$ cat src/rtl/regs_seq_if.sv
// regs_seq_if: instruction handshake plus register-file access bus of the
// picoMIPS register sequencer. The slave modport is the sequencer's side;
// the master modport is the fetch unit / register file side.
`timescale 1ns/1ps
interface regs_seq_if #(
  parameter int n = 8
);
  // Instruction handshake
  logic          instr_valid;
  logic          instr_ready;
  logic [15:0]   instr;
  // Register file access
  logic [1:0]    reg_raddr1;
  logic [1:0]    reg_raddr2;
  logic          reg_addr1;
  logic          reg_addr2;
  logic          reg_fetch;
  logic          reg_w;
  logic [n-1:0]  reg_wdata;
  logic [n-1:0]  reg_rdata1;
  logic [n-1:0]  reg_rdata2;

  modport slave (
    input  instr_valid, instr, reg_rdata1, reg_rdata2,
    output instr_ready, reg_raddr1, reg_raddr2, reg_addr1, reg_addr2,
           reg_fetch, reg_w, reg_wdata
  );

  modport master (
    output instr_valid, instr, reg_rdata1, reg_rdata2,
    input  instr_ready, reg_raddr1, reg_raddr2, reg_addr1, reg_addr2,
           reg_fetch, reg_w, reg_wdata
  );
endinterface

$ cat src/rtl/regs_seq.sv
// regs_seq: register-access sequencer for the picoMIPS 4 x n register file.
// Accepts one instruction word at a time, reads the operands through the
// register file's read ports, computes the result and issues a single
// write-back. Instruction flow per word: IDLE -> READ -> EXEC -> WB.
// Optional feature: define REGS_SEQ_FLAGS_EN to get live zero/carry flags;
// without it both flags are tied low.
`timescale 1ns/1ps
module regs_seq #(
  parameter int n = 8
) (
  input  logic      clk,
  input  logic      nReset,
  regs_seq_if.slave bus,
  output logic      done,
  output logic      illegal,
  output logic      zero,
  output logic      carry
);

  typedef enum logic [1:0] {IDLE, READ, EXEC, WB} state_t;

  localparam logic [3:0] OP_NOP  = 4'd0;
  localparam logic [3:0] OP_ADD  = 4'd1;
  localparam logic [3:0] OP_SUB  = 4'd2;
  localparam logic [3:0] OP_ADDI = 4'd3;
  localparam logic [3:0] OP_LDI  = 4'd4;
  localparam logic [3:0] OP_MOV  = 4'd5;

  state_t         state_reg, state_next;
  logic [15:0]    instr_reg;
  logic [n-1:0]   op1_reg, op2_reg, result_reg;
  logic           illegal_reg;

  logic [3:0]     op;
  logic [1:0]     rd, rs;
  logic [n-1:0]   imm;
  logic           op_legal, op_nop;
  logic [n:0]     sum;

  assign op       = instr_reg[15:12];
  assign rd       = instr_reg[11:10];
  assign rs       = instr_reg[9:8];
  assign op_legal = (op <= OP_MOV);
  assign op_nop   = (op == OP_NOP);

  // The immediate field is 8 bits; use its low n bits, zero-extended if n is wider.
  generate
    if (n > 8) begin : g_imm_wide
      assign imm = {{(n-8){1'b0}}, instr_reg[7:0]};
    end else if (n == 8) begin : g_imm_exact
      assign imm = instr_reg[7:0];
    end else begin : g_imm_narrow
      assign imm = instr_reg[n-1:0];
    end
  endgenerate

  // State register; reset drops any in-flight instruction.
  always_ff @(posedge clk or negedge nReset) begin
    if (!nReset) state_reg <= IDLE;
    else         state_reg <= state_next;
  end

  // Next-state and register-file control outputs, decoded from the state.
  always_comb begin
    state_next      = state_reg;
    bus.instr_ready = 1'b0;
    bus.reg_raddr1  = 2'd0;
    bus.reg_raddr2  = 2'd0;
    bus.reg_addr1   = 1'b0;
    bus.reg_addr2   = 1'b0;
    bus.reg_fetch   = 1'b0;
    bus.reg_w       = 1'b0;
    bus.reg_wdata   = '0;
    done            = 1'b0;
    case (state_reg)
      IDLE: begin
        bus.instr_ready = 1'b1;
        if (bus.instr_valid) state_next = READ;
      end
      READ: begin
        bus.reg_raddr1 = rd;
        bus.reg_raddr2 = rs;
        // MOV ignores rd's contents, so Rdata1 is forced to zero (0 + rs).
        bus.reg_addr1  = (rd == 2'd0) || (op == OP_MOV);
        bus.reg_addr2  = (rs == 2'd0);
        bus.reg_fetch  = (op == OP_LDI);
        state_next     = (op_nop || !op_legal) ? WB : EXEC;
      end
      EXEC: begin
        state_next = WB;
      end
      WB: begin
        bus.reg_raddr1 = rd;
        bus.reg_wdata  = result_reg;
        // %0 is read-as-zero; writes to it are dropped.
        bus.reg_w      = op_legal && !op_nop && (rd != 2'd0);
        done           = 1'b1;
        state_next     = IDLE;
      end
      default: state_next = IDLE;
    endcase
  end

  // ALU: (n+1)-bit sum so bit n is the carry, or the borrow for SUB.
  always_comb begin
    sum = '0;
    case (op)
      OP_ADD:  sum = {1'b0, op1_reg} + {1'b0, op2_reg};
      OP_SUB:  sum = {1'b0, op1_reg} - {1'b0, op2_reg};
      OP_ADDI: sum = {1'b0, op1_reg} + {1'b0, imm};
      OP_LDI:  sum = {1'b0, imm};
      OP_MOV:  sum = {1'b0, op2_reg};
      default: sum = '0;
    endcase
  end

  // Datapath: latch the instruction, capture operands, register the result.
  always_ff @(posedge clk or negedge nReset) begin
    if (!nReset) begin
      instr_reg   <= 16'd0;
      op1_reg     <= '0;
      op2_reg     <= '0;
      result_reg  <= '0;
      illegal_reg <= 1'b0;
    end else begin
      case (state_reg)
        IDLE: if (bus.instr_valid) instr_reg <= bus.instr;
        READ: begin
          op1_reg <= bus.reg_rdata1;
          op2_reg <= bus.reg_rdata2;
          if (!op_legal) illegal_reg <= 1'b1;
        end
        EXEC: result_reg <= sum[n-1:0];
        default: ;
      endcase
    end
  end

  assign illegal = illegal_reg;

`ifdef REGS_SEQ_FLAGS_EN
  logic zero_reg, carry_reg;

  // Flags follow each arithmetic/load result and hold otherwise.
  always_ff @(posedge clk or negedge nReset) begin
    if (!nReset) begin
      zero_reg  <= 1'b0;
      carry_reg <= 1'b0;
    end else if (state_reg == EXEC) begin
      zero_reg  <= (sum[n-1:0] == '0);
      carry_reg <= sum[n];
    end
  end

  assign zero  = zero_reg;
  assign carry = carry_reg;
`else
  logic carry_bit_unused;
  assign carry_bit_unused = sum[n];
  assign zero  = 1'b0;
  assign carry = 1'b0;
`endif

endmodule

$ cat src/flat_wrapper.sv
// flat-port wrapper written by rule: the top's interface ports become plain ports
module regs_seq_flat 
#(
  parameter int n = 8
)
  (clk, nReset, done, illegal, zero, carry, bus_instr_valid, bus_instr, bus_reg_rdata1, bus_reg_rdata2, bus_instr_ready, bus_reg_raddr1, bus_reg_raddr2, bus_reg_addr1, bus_reg_addr2, bus_reg_fetch, bus_reg_w, bus_reg_wdata);
  regs_seq_if #(.n(n)) bus_i ();
  input  logic clk;
  input  logic nReset;
  output logic done;
  output logic illegal;
  output logic zero;
  output logic carry;
  input wire logic [$bits(bus_i.instr_valid)-1:0] bus_instr_valid;
  input wire logic [$bits(bus_i.instr)-1:0] bus_instr;
  input wire logic [$bits(bus_i.reg_rdata1)-1:0] bus_reg_rdata1;
  input wire logic [$bits(bus_i.reg_rdata2)-1:0] bus_reg_rdata2;
  output wire logic [$bits(bus_i.instr_ready)-1:0] bus_instr_ready;
  output wire logic [$bits(bus_i.reg_raddr1)-1:0] bus_reg_raddr1;
  output wire logic [$bits(bus_i.reg_raddr2)-1:0] bus_reg_raddr2;
  output wire logic [$bits(bus_i.reg_addr1)-1:0] bus_reg_addr1;
  output wire logic [$bits(bus_i.reg_addr2)-1:0] bus_reg_addr2;
  output wire logic [$bits(bus_i.reg_fetch)-1:0] bus_reg_fetch;
  output wire logic [$bits(bus_i.reg_w)-1:0] bus_reg_w;
  output wire logic [$bits(bus_i.reg_wdata)-1:0] bus_reg_wdata;
  assign bus_i.instr_valid = bus_instr_valid;
  assign bus_i.instr = bus_instr;
  assign bus_i.reg_rdata1 = bus_reg_rdata1;
  assign bus_i.reg_rdata2 = bus_reg_rdata2;
  assign bus_instr_ready = bus_i.instr_ready;
  assign bus_reg_raddr1 = bus_i.reg_raddr1;
  assign bus_reg_raddr2 = bus_i.reg_raddr2;
  assign bus_reg_addr1 = bus_i.reg_addr1;
  assign bus_reg_addr2 = bus_i.reg_addr2;
  assign bus_reg_fetch = bus_i.reg_fetch;
  assign bus_reg_w = bus_i.reg_w;
  assign bus_reg_wdata = bus_i.reg_wdata;
  regs_seq #(.n(n)) u_core (.clk(clk), .nReset(nReset), .bus(bus_i), .done(done), .illegal(illegal), .zero(zero), .carry(carry));
endmodule
$ cat config.mk
export PLATFORM = sky130hd
export DESIGN_NAME = regs_seq_flat
export DESIGN_NICKNAME = d
export VERILOG_FILES = /design/src/rtl/regs_seq_if.sv /design/src/rtl/regs_seq.sv /design/src/flat_wrapper.sv
export SDC_FILE = /design/constraint.sdc
export NUM_CORES = 1
export LEC_CHECK = 0
export CAP_MARGIN = 40
export CORE_MARGIN = 1.5
export CORE_UTILIZATION = 55
export DETAILED_ROUTE_END_ITERATION = 8
export HOLD_SLACK_MARGIN = 0.1
export PLACE_DENSITY = 0.89
export SKIP_CTS_REPAIR_TIMING = 1
export SYNTH_ARGS = -nofsm -noshare
export SYNTH_HDL_FRONTEND = slang
export SYNTH_SLANG_ARGS = --single-unit
export TNS_END_PERCENT = 30
$ cat constraint.sdc
create_clock -name clk -period 8.6 [get_ports clk]
set_clock_uncertainty 0.15 [all_clocks]
set_input_delay 1.72 -clock clk [delete_from_list [all_inputs] [get_ports clk]]
set_output_delay 1.72 -clock clk [all_outputs]
set_load 0.03 [all_outputs]
==> results of run 1 <==
-- worst min path at each step --
stage                      startpoint                 to  slack, ns  cells past startpoint
floorplan           u_core.op1_reg[0]  u_core.op1_reg[0]       0.34                      1
global placement       u_core.illegal     u_core.illegal       0.30                      1
CTS                    u_core.illegal     u_core.illegal       0.33                      1
finish                 u_core.illegal     u_core.illegal       0.32                      1
global route           u_core.illegal     u_core.illegal       0.35                      1
detailed placement     u_core.illegal     u_core.illegal       0.30                      1
-- layout make-up --
type	count	share of cell area
sequential	43	0.329
tap	52	0.0199
multi-input combinational	180	0.427
inverter	6	0.00689
clock inverter	3	0.0207
timing repair buffer	56	0.175
clock buffer	5	0.0210
-- placed cells by master (no fill, tap or decap), drive strengths merged, types with 3 or more instances in the layout --
master          n
nand2           8
nor3b           5
a21oi          15
nor3            7
buf             4
a211oi          3
mux2           37
ha             12
o21ai          16
clkbuf          5
nor2           12
nand3b          3
a31oi           4
inv             6
a21o            6
dfrtp          43
and2           11
clkdlybuf4s50  52
nand2b          3
a22oi          10
-- stage by stage --
stage | instance area [um2] | instances | hold slack [ns] | total power (uW)
floorplan | 2570 | 245 | 0.337 | 1000
global placement | 3090 | 334 | 0.305 | 1170
detailed placement | 3130 | 337 | 0.296 | 1210
CTS | 3270 | 345 | 0.325 | 1410
global route | 3270 | 345 | 0.349 | 1520
finish | 3270 | 345 | 0.320 | 1410
-- power groups by stage --
stage / Combinational, uW / Clock [uW] / Sequential [uW]
final: 807 / 187 / 414
after global routing: 888 / 198 / 429
after CTS: 806 / 189 / 411
after detailed placement: 797 / 0 / 415
after global placement: 766 / 0 / 406
after floorplan: 633 / 0 / 367
-- per-layer routing --
| metal | global-route usage | vias up | routed length, um |
|---|---|---|---|
| li1 | - | 976 | - |
| met1 | 0.314 | 990 | 2400 |
| met2 | 0.380 | 58 | 2710 |
| met3 | 0.0591 | 7 | 318 |
| met4 | 0.0734 | 0 | 66 |
| met5 | 0 | - | 0 |
-- logic make-up after synthesis --
| kind of cell | Yosys count | share of synthesized area |
|---|---|---|
| flops | 43 | 0.420 |
| other cells | 1 | 0.00146 |
| xor+xnor | 3 | 0.0103 |
| compound gates | 65 | 0.165 |
| buf+inv | 22 | 0.0361 |
| simple gates | 59 | 0.135 |
| mux | 38 | 0.167 |
| fa+ha+maj | 13 | 0.0664 |
-- critical path: cells and delay by family (launching register included) --
| family | cells | cell delay (ns) |
|---|---|---|
| AO/OA/AOI/OAI | 1 | 0.29 |
| flip-flops | 1 | 0.77 |
| AND/OR/NAND/NOR | 2 | 0.63 |
| buffers and inverters | 1 | 0.67 |
==> summary.md, run 1 <==
| Metric | Value |
|---|---|
| Net switching power | 594 uW |
| FFs w/ async S/R, synth | 1.00 |
| Endpoints failing hold | 0 |
| Vias | 2031 |
| Pre-CTS setup slack | 4.43 ns |
| Fill cells | 310 |
| Register share of total power | 0.294 |
| WP data arrival | between 2 and 3 ns |
| I/O pin cnt | between 50 and 60 |
| Post-route setup TNS | 0 ns |
| Synthesized area | 2560 um2 |
| Nets | 340 |
| Cell Int Power | 814 uW |
| Crit-path slowest cell | dfrtp_1 |
| Clock Power Share | 0.133 |
| FF-to-FF setup slack | between 5 and 6 ns |
| Final WL | 5500 um |
| CTS sink count | 43 |
| Final min period | roughly 4.5 ns |
| Worst R2R Start | u_core.instr_reg[15] |
| Critical Path End Type | output pin |
| Overall routing resource usage | 0.235 |
| CP endpoint | bus_reg_w |
| RePlAce Congestion | approximately 0.84 |
| CP Launch Type | register |
| CTS H-Tree Depth | 2 |
| Max Clock Freq | between 200 and 250 MHz |
| Crit share post-route | 0.527 |
| Skew-Pair Late Insertion Delay | around 0.30 ns |
| Synth cell types | 45 |
| CTS Buf Count | 5 |
| Critical path cell sequence | nor2_1 > nor3_2 > o221a_2 > clkdlybuf4s50_1 |
| Final worst slack | between 4 and 5 ns |
| Peak VDD IR | around 0.18 mV |
| Die ar. | just over 5000 um2 |
| Worst path required time | 6.73 ns |
| Max reg flops | 16 |
| Register area | ~1100 um2 |
| Pwr/cell area | around 430 nW/um2 |
| DP HPWL | 4120 um |
| # rows | 24 |
| Post-synth top cells | dfrtp_1 (43), mux2_2 (37), o21ai_0 (16), a21oi_1 (15) |
| Setup crit start | u_core.instr_reg[12] |
| Max incr delay on CP | 0.77 ns |
| CTS tree | built |
| Avg Inst Size Synth | roughly 11 um2 |
| Slew HR | 0.549 |
| Most common cell in the netlist | dfrtp_1 |
| Crit Path Category | register to output pin |
| Initial core utilization | 0.580 |
| Top cells by area, synth | dfrtp_1 (42%), mux2_2 (16%), ha_1 (5.9%) |
| DR iter-0 viols | 115 |
| PortBufs | 53 |
| CTS Buffer Depth | 2 |
| Die Y | slightly above 70 um |
| Most used DFF post-synth | dfrtp_1 |
| Synth Register Bits | 43 |
| Worst slew pin tran | around 0.68 ns |
| CP Max Fanout | 20 |
| Clk pin slew, worst setup/hold paths | about 0.080 ns |
| Sw frac | 0.422 |
| Vias in the first global route | ~2000 |
| Placeable Area | around 4400 um2 |
| Detailed Routing Iterations Pass 1 | 4 |
| Post-DRT Antenna Nets | 0 |
| Syn Inst Count | approximately 240 |
| Worst min-delay path class | register to register |
| Initial antenna violation count | 0 |
| Combinational power share | 0.573 |
| Fin. max-slew vios | 0 |
| Diodes inserted | 0 |
| Post-Route Utilization | 0.741 |
| First-pass GRT wire length | between 9000 and 10000 um |
| Total of max-cap violations | 0 |
| Synthesis-to-layout area growth | 27.6% |
| Pleak | around 0.0014 uW |
| Clock root cell | clkbuf_8 |
| Status | finished clean |
| Top cell type's share of synthesized area | 0.420 |
| Die width | 71.3 um |
| Reg-to-Reg End | u_core.result_reg[6] |
| RSZ-0062 raised after global routing | no |
| DRC | 0 |
| Register area share after synthesis | 0.420 |
| Endpoints failing setup | 0 |
| Routed wire per std cell | 15.9 um |
| Synth area leader | dfrtp_1 |
| FF-to-FF path depth | 10 |
| Largest net degree at the start of global routing | 24 |
| Gr ovfl total | 0 |
| Share of layout cells above drive strength 1 | 0.188 |
| Footprint of the multi-input gates | between 1000 and 1500 um2 |
| Number of synthesized flops with an enable pin | 0 |
| Number of synthesis warnings | 0 |
| Via count normalized by instance count | around 5.9 |
No activity file was read; power rests on OpenSTA's default activity.
==> inputs of run 2 (changes only) <==
CORE_UTILIZATION = 51   (was 55)
PLACE_DENSITY = 0.83   (was 0.89)
clock period = 4.2 ns   (was 8.6 ns; I/O delays follow)
==> run 2 against run 1 <==
Via count shrank 2.2%. Design area decreased by 0.96%. Critical path depth is 6 higher. Combinational power increased by 100%. Clock-buffer cell count stayed put. Register-to-register slack got worse by 4.3 ns. Non-clock buffer count increased by 1. Cell count rose by 4.6%. Critical endpoint is now u_core.result_reg[6]. Highest routed layer unchanged.
==> summary.md, run 2 (synthesized netlist as in run 1, its figures left out) <==
| Metric | Value |
|---|---|
| Status | finished clean |
| Fin. max-slew vios | 0 |
| DRC | 0 |
| Max incr delay on CP | 0.60 ns |
| Endpoints failing setup | 0 |
| Detailed Routing Iterations Pass 1 | 4 |
| Clock root cell | clkbuf_8 |
| DP HPWL | 4070 um |
| PortBufs | 53 |
| Peak VDD IR | roughly 0.39 mV |
| Skew-Pair Late Insertion Delay | approximately 0.30 ns |
| Clk pin slew, worst setup/hold paths | roughly 0.08 ns |
| Final WL | 5260 um |
| Crit-path slowest cell | or3b_1 |
| Share of layout cells above drive strength 1 | 0.190 |
| Endpoints failing hold | 0 |
| First-pass GRT wire length | 9070 um |
| Slew HR | 0.555 |
| Initial antenna violation count | 0 |
| WP data arrival | 3.50 ns |
| Largest net degree at the start of global routing | 23 |
| CTS tree | built |
| CTS Buf Count | 5 |
| Critical path cell sequence | or3b_1 > nor2_1 > o21ai_0 > ha_1 > fa_1 > a21o_1 > a21o_1 > and4b_1 > o31ai_1 > a31oi_1 |
| Crit share post-route | 0.832 |
| DR iter-0 viols | between 100 and 150 |
| CTS sink count | 43 |
| Final Cell Area | 3240 um2 |
| Vias in the first global route | ~1800 |
| CTS H-Tree Depth | 2 |
| Commonest non-fill, non-tap cell in the layout | clkdlybuf4s50_1 |
| Placeable Area | 4790 um2 |
| Die width | about 74 um |
| CP delay by family, top | simple AND/OR/NAND/NOR gates |
| Crit Path Category | register to register |
| RSZ-0062 raised after global routing | no |
| CP Max Fanout | 16 |
| Worst min-delay path class | register to register |
| Final min period | ~3.5 ns |
| CP Buf/Inv Count | 0 |
| Worst path required time | around 4.2 ns |
| Post-route setup TNS | 0 ns |
| Die ar. | about 5500 um2 |
| Die Y | 73.9 um |
| Worst slew pin tran | approximately 0.67 ns |
| Total of max-cap violations | 0 |
| Overall routing resource usage | 0.220 |
| # rows | 25 |
| Routed wire per std cell | approximately 15 um |
| Pleak | roughly 0.0014 uW |
| Most used cell, CP | a21o_1 |
| I/O pin cnt | 56 |
| CTS Buffer Depth | 2 |
| Max reg flops | 16 |
| CP Launch Type | register |
| Post-DRT Antenna Nets | 0 |
| Initial core utilization | 0.535 |
| Post-DP Area | around 3200 um2 |
| Diodes inserted | 0 |
| Vias | around 2000 |
| RePlAce Congestion | around 0.9 |
| Most frequent cells in the layout | clkdlybuf4s50_1 (52), dfrtp_1 (43), mux2_2 (37) |
| Gr ovfl total | 0 |
| Via count normalized by instance count | between 5 and 6 |
| Synthesis-to-layout area growth | 26.4% |
| Max Clock Freq | approximately 290 MHz |
| Pwr/cell area | between 800 and 900 nW/um2 |
| Nets | ~340 |
| Critical Path End Type | register |
==> run 2: changes by cell type in the layout (fill, tap and decap cells not counted) <==
cell	before	now
buf_2	2	1
bufinv_16	2	0
buf_4	0	3
clkinv_2	0	3
clkinvlp_4	1	0
buf_8	1	0
==> run 2: worst reg2reg max path, cell delays in order (launching register included) <==
cell and delay [ns]:
dfrtp_1 0.42, or3b_1 0.60, nor2_1 0.41, o21ai_0 0.18, ha_1 0.24, fa_1 0.41, a21o_1 0.20, a21o_1 0.21
and4b_1 0.18, o31ai_1 0.25, a31oi_1 0.11
==> run 2: report_power, final <==
part / leakage (uW) / internal, uW / switching, uW
Combinational: 0.000799 / 804 / 839
Sequential: 0.000506 / 625 / 218
Clock: 0.0000477 / 114 / 142
Total: 0.00135 / 1540 / 1200
==> run 2: final timing paths <==
path | start | endpoint | slack, ns | depth (start not counted)
max | u_core.instr_reg[15] | u_core.result_reg[6] | 0.70 | 10
min | u_core.illegal | u_core.illegal | 0.32 | 1
max reg2reg | u_core.instr_reg[15] | u_core.result_reg[6] | 0.70 | 10
min reg2reg | u_core.illegal | u_core.illegal | 0.32 | 1
max in group asynchronous | nReset | u_core.state_reg[0] | 3.05 | 2
min in group asynchronous | nReset | u_core.instr_reg[3] | 0.36 | 1
==> run 2: cell type report <==
class,instances,area [um2]
sequential,43,1080
clock buffer,5,68.8
tap,67,83.8
timing repair buffer,57,576
fill,389,1550
inverter,6,22.5
multi-input combinational,180,1400
clock inverter,3,15.0
==> run 2: routing by layer <==
| metal | up-vias | routed length [um] | GRT usage |
|---|---|---|---|
| li1 | 986 | - | - |
| met1 | 942 | 2450 | 0.309 |
| met2 | 50 | 2510 | 0.342 |
| met3 | 9 | 202 | 0.0453 |
| met4 | 0 | 93 | 0.0638 |
| met5 | - | 0 | 0 |
==> run 2: stage by stage <==
step           hold WS, ns  total power [uW]  worst slack, ns  utilization  cells
3_3_place_gp         0.297              2420            0.851        0.654    352
5_1_grt              0.349              2970            0.468        0.677    361
6_report             0.319              2740            0.705        0.677    361
2_1_floorplan        0.337              2050             1.17            -    245
3_5_place_dp         0.304              2480            0.739        0.659    353
4_1_cts              0.328              2750            0.726        0.677    361
==> inputs of run 3 (changes only) <==
clock period = 3.6 ns   (was 4.2 ns; I/O delays follow)
==> run 3 against run 2 <==
First-iteration DRC count down 9.4%. Combinational power up 20%. Power up 19%. Flip-flop and latch count unchanged. Design area up 0.85%. Cell count up 0.55%. Global-route usage up 0.33 points. Critical path type unchanged. Largest power group unchanged. Highest routed layer unchanged.
==> summary.md, run 3 (synthesized netlist as in run 1, its figures left out) <==
| Metric | Value |
|---|---|
| Status | finished clean |
| Fill cells | 386 |
| Routed wl met2 | 2640 um |
| Pleak | 0.00136 uW |
| Worst R2R Start | u_core.instr_reg[15] |
| Share of layout cells above drive strength 1 | 0.196 |
| CTS sink count | 43 |
| Commonest non-fill, non-tap cell in the layout | clkdlybuf4s50_1 |
| Fin. max-slew vios | 0 |
| Setup crit start | u_core.instr_reg[15] |
| Worst slew pin tran | ~0.67 ns |
| Endpoints failing hold | 0 |
| Max Used Layer | met4 |
| # rows | 25 |
| WHS | a little under 0.2 ns |
| Post-DP Area | between 3000 and 4000 um2 |
| Final Cell Area | about 3300 um2 |
| Die width | ~74 um |
| Die ar. | about 5500 um2 |
| Max reg flops | 16 |
| Post-DRT Antenna Nets | 0 |
| Critical Path End Type | register |
| Largest net degree at the start of global routing | 27 |
| CP Max Fanout | 7 |
| Pwr/cell area | 1000 nW/um2 |
| Pre-CTS setup slack | between 0.3 and 0.4 ns |
| Crit-path slowest cell | dfrtp_1 |
| Initial antenna violation count | 0 |
| Endpoints failing setup | 0 |
| Die Y | 73.9 um |
| Final min period | between 3 and 4 ns |
| Post-route setup TNS | 0 ns |
| Final worst slack | ~0.34 ns |
| WP data arrival | 3.27 ns |
| Overall routing resource usage | 0.223 |
| DP HPWL | about 4000 um |
| WL met3 | 289 um |
| Worst min-delay path class | input pin to async pin |
| Routed wire per std cell | between 15 and 20 um |
| Most used cell, CP | a21o_1 |
| Total of max-cap violations | 0 |
| Diodes inserted | 0 |
| Clk pin slew, worst setup/hold paths | about 0.08 ns |
| Skew-Pair Late Insertion Delay | 0.30 ns |
| RSZ-0062 raised after global routing | no |
| CTS Buffer Depth | 2 |
| Synthesis-to-layout area growth | 27.5% |
| DR iter-0 viols | between 100 and 150 |
| Vias in the first global route | between 1500 and 2000 |
| CTS tree | built |
| DRC | 0 |
| WL met1 | approximately 2400 um |
| CTS Buf Count | 5 |
| Crit Path Category | register to register |
| Final WL | between 5000 and 6000 um |
| Footprint of the multi-input gates | roughly 1400 um2 |
| Initial core utilization | 0.535 |
| Via count normalized by instance count | ~5.6 |
| Clock root cell | clkbuf_8 |
| Register area | between 1000 and 1500 um2 |
| CP Launch Type | register |
| Crit share post-route | 0.905 |
| Vias | approximately 2000 |
| RePlAce Congestion | between 0.9 and 1 |
| Detailed Routing Iterations Pass 1 | 4 |
| I/O pin cnt | between 50 and 60 |
| Gr ovfl total | 0 |
| Max incr delay on CP | 0.44 ns |
| Slew HR | 0.552 |
| Placeable Area | ~4800 um2 |
| Peak VDD IR | around 0.44 mV |
| First-pass GRT wire length | just over 9000 um |
| PortBufs | between 50 and 60 |
| Critical path cell sequence | or3b_1 > nor2_1 > o21ai_0 > ha_1 > fa_1 > a21o_1 > a21o_1 > and4b_1 > o31ai_1 > a31oi_1 |
| Worst path required time | about 3.6 ns |
| Nets | between 300 and 400 |
| Most frequent cells in the layout | clkdlybuf4s50_1 (52), dfrtp_1 (43), mux2_2 (37) |
| CTS H-Tree Depth | 2 |
| Max Clock Freq | approximately 300 MHz |
==> run 3: metrics by stage <==
stage	cells	power [uW]	util
6_report	363	3270	0.683
5_1_grt	363	3540	0.683
4_1_cts	363	3280	0.683
3_5_place_dp	355	2910	0.661
3_3_place_gp	354	2830	0.657
2_1_floorplan	245	2390	-
==> run 3: area by class of cell <==
type / instances / area share
clock buffer: 7 / 0.0295
timing repair buffer: 59 / 0.178
multi-input combinational: 180 / 0.428
tap: 67 / 0.0257
inverter: 6 / 0.00689
sequential: 43 / 0.329
clock inverter: 1 / 0.00230
==> run 3: path summary, 6_finish.rpt <==
path	slack [ns]	cells after the start	end
worst max-delay path	0.34	10	u_core.result_reg[6]
worst min-delay path	0.20	1	u_core.op2_reg[4]
worst max register to register	0.34	10	u_core.result_reg[6]
worst min register to register	0.35	1	u_core.illegal
max in group asynchronous	2.62	2	u_core.state_reg[0]
min in group clk	0.35	1	u_core.illegal
==> run 3: routing by layer <==
| layer | track usage | vias up |
|---|---|---|
| met5 | 0 | - |
| met4 | 0.0658 | 0 |
| met3 | 0.0576 | 10 |
| met2 | 0.345 | 60 |
| met1 | 0.307 | 955 |
| li1 | - | 990 |
==> run 3: report_power, final <==
| group | switching [uW] | leakage, uW | internal, uW | total [uW] |
|---|---|---|---|---|
| sequential | 229 | 0.000506 | 730 | 959 |
| combinational | 1020 | 0.000805 | 949 | 1970 |
| clock | 167 | 0.0000505 | 174 | 341 |
| total | 1420 | 0.00136 | 1850 | 3270 |
==> run 3: critical path: cells and delay by family (launching register included) <==
family / cells / cell delay (ns)
AO/OA/AOI/OAI: 5 / 0.90
adder cells (fa/ha/maj): 2 / 0.64
flip-flops: 1 / 0.44
AND/OR/NAND/NOR: 3 / 0.98
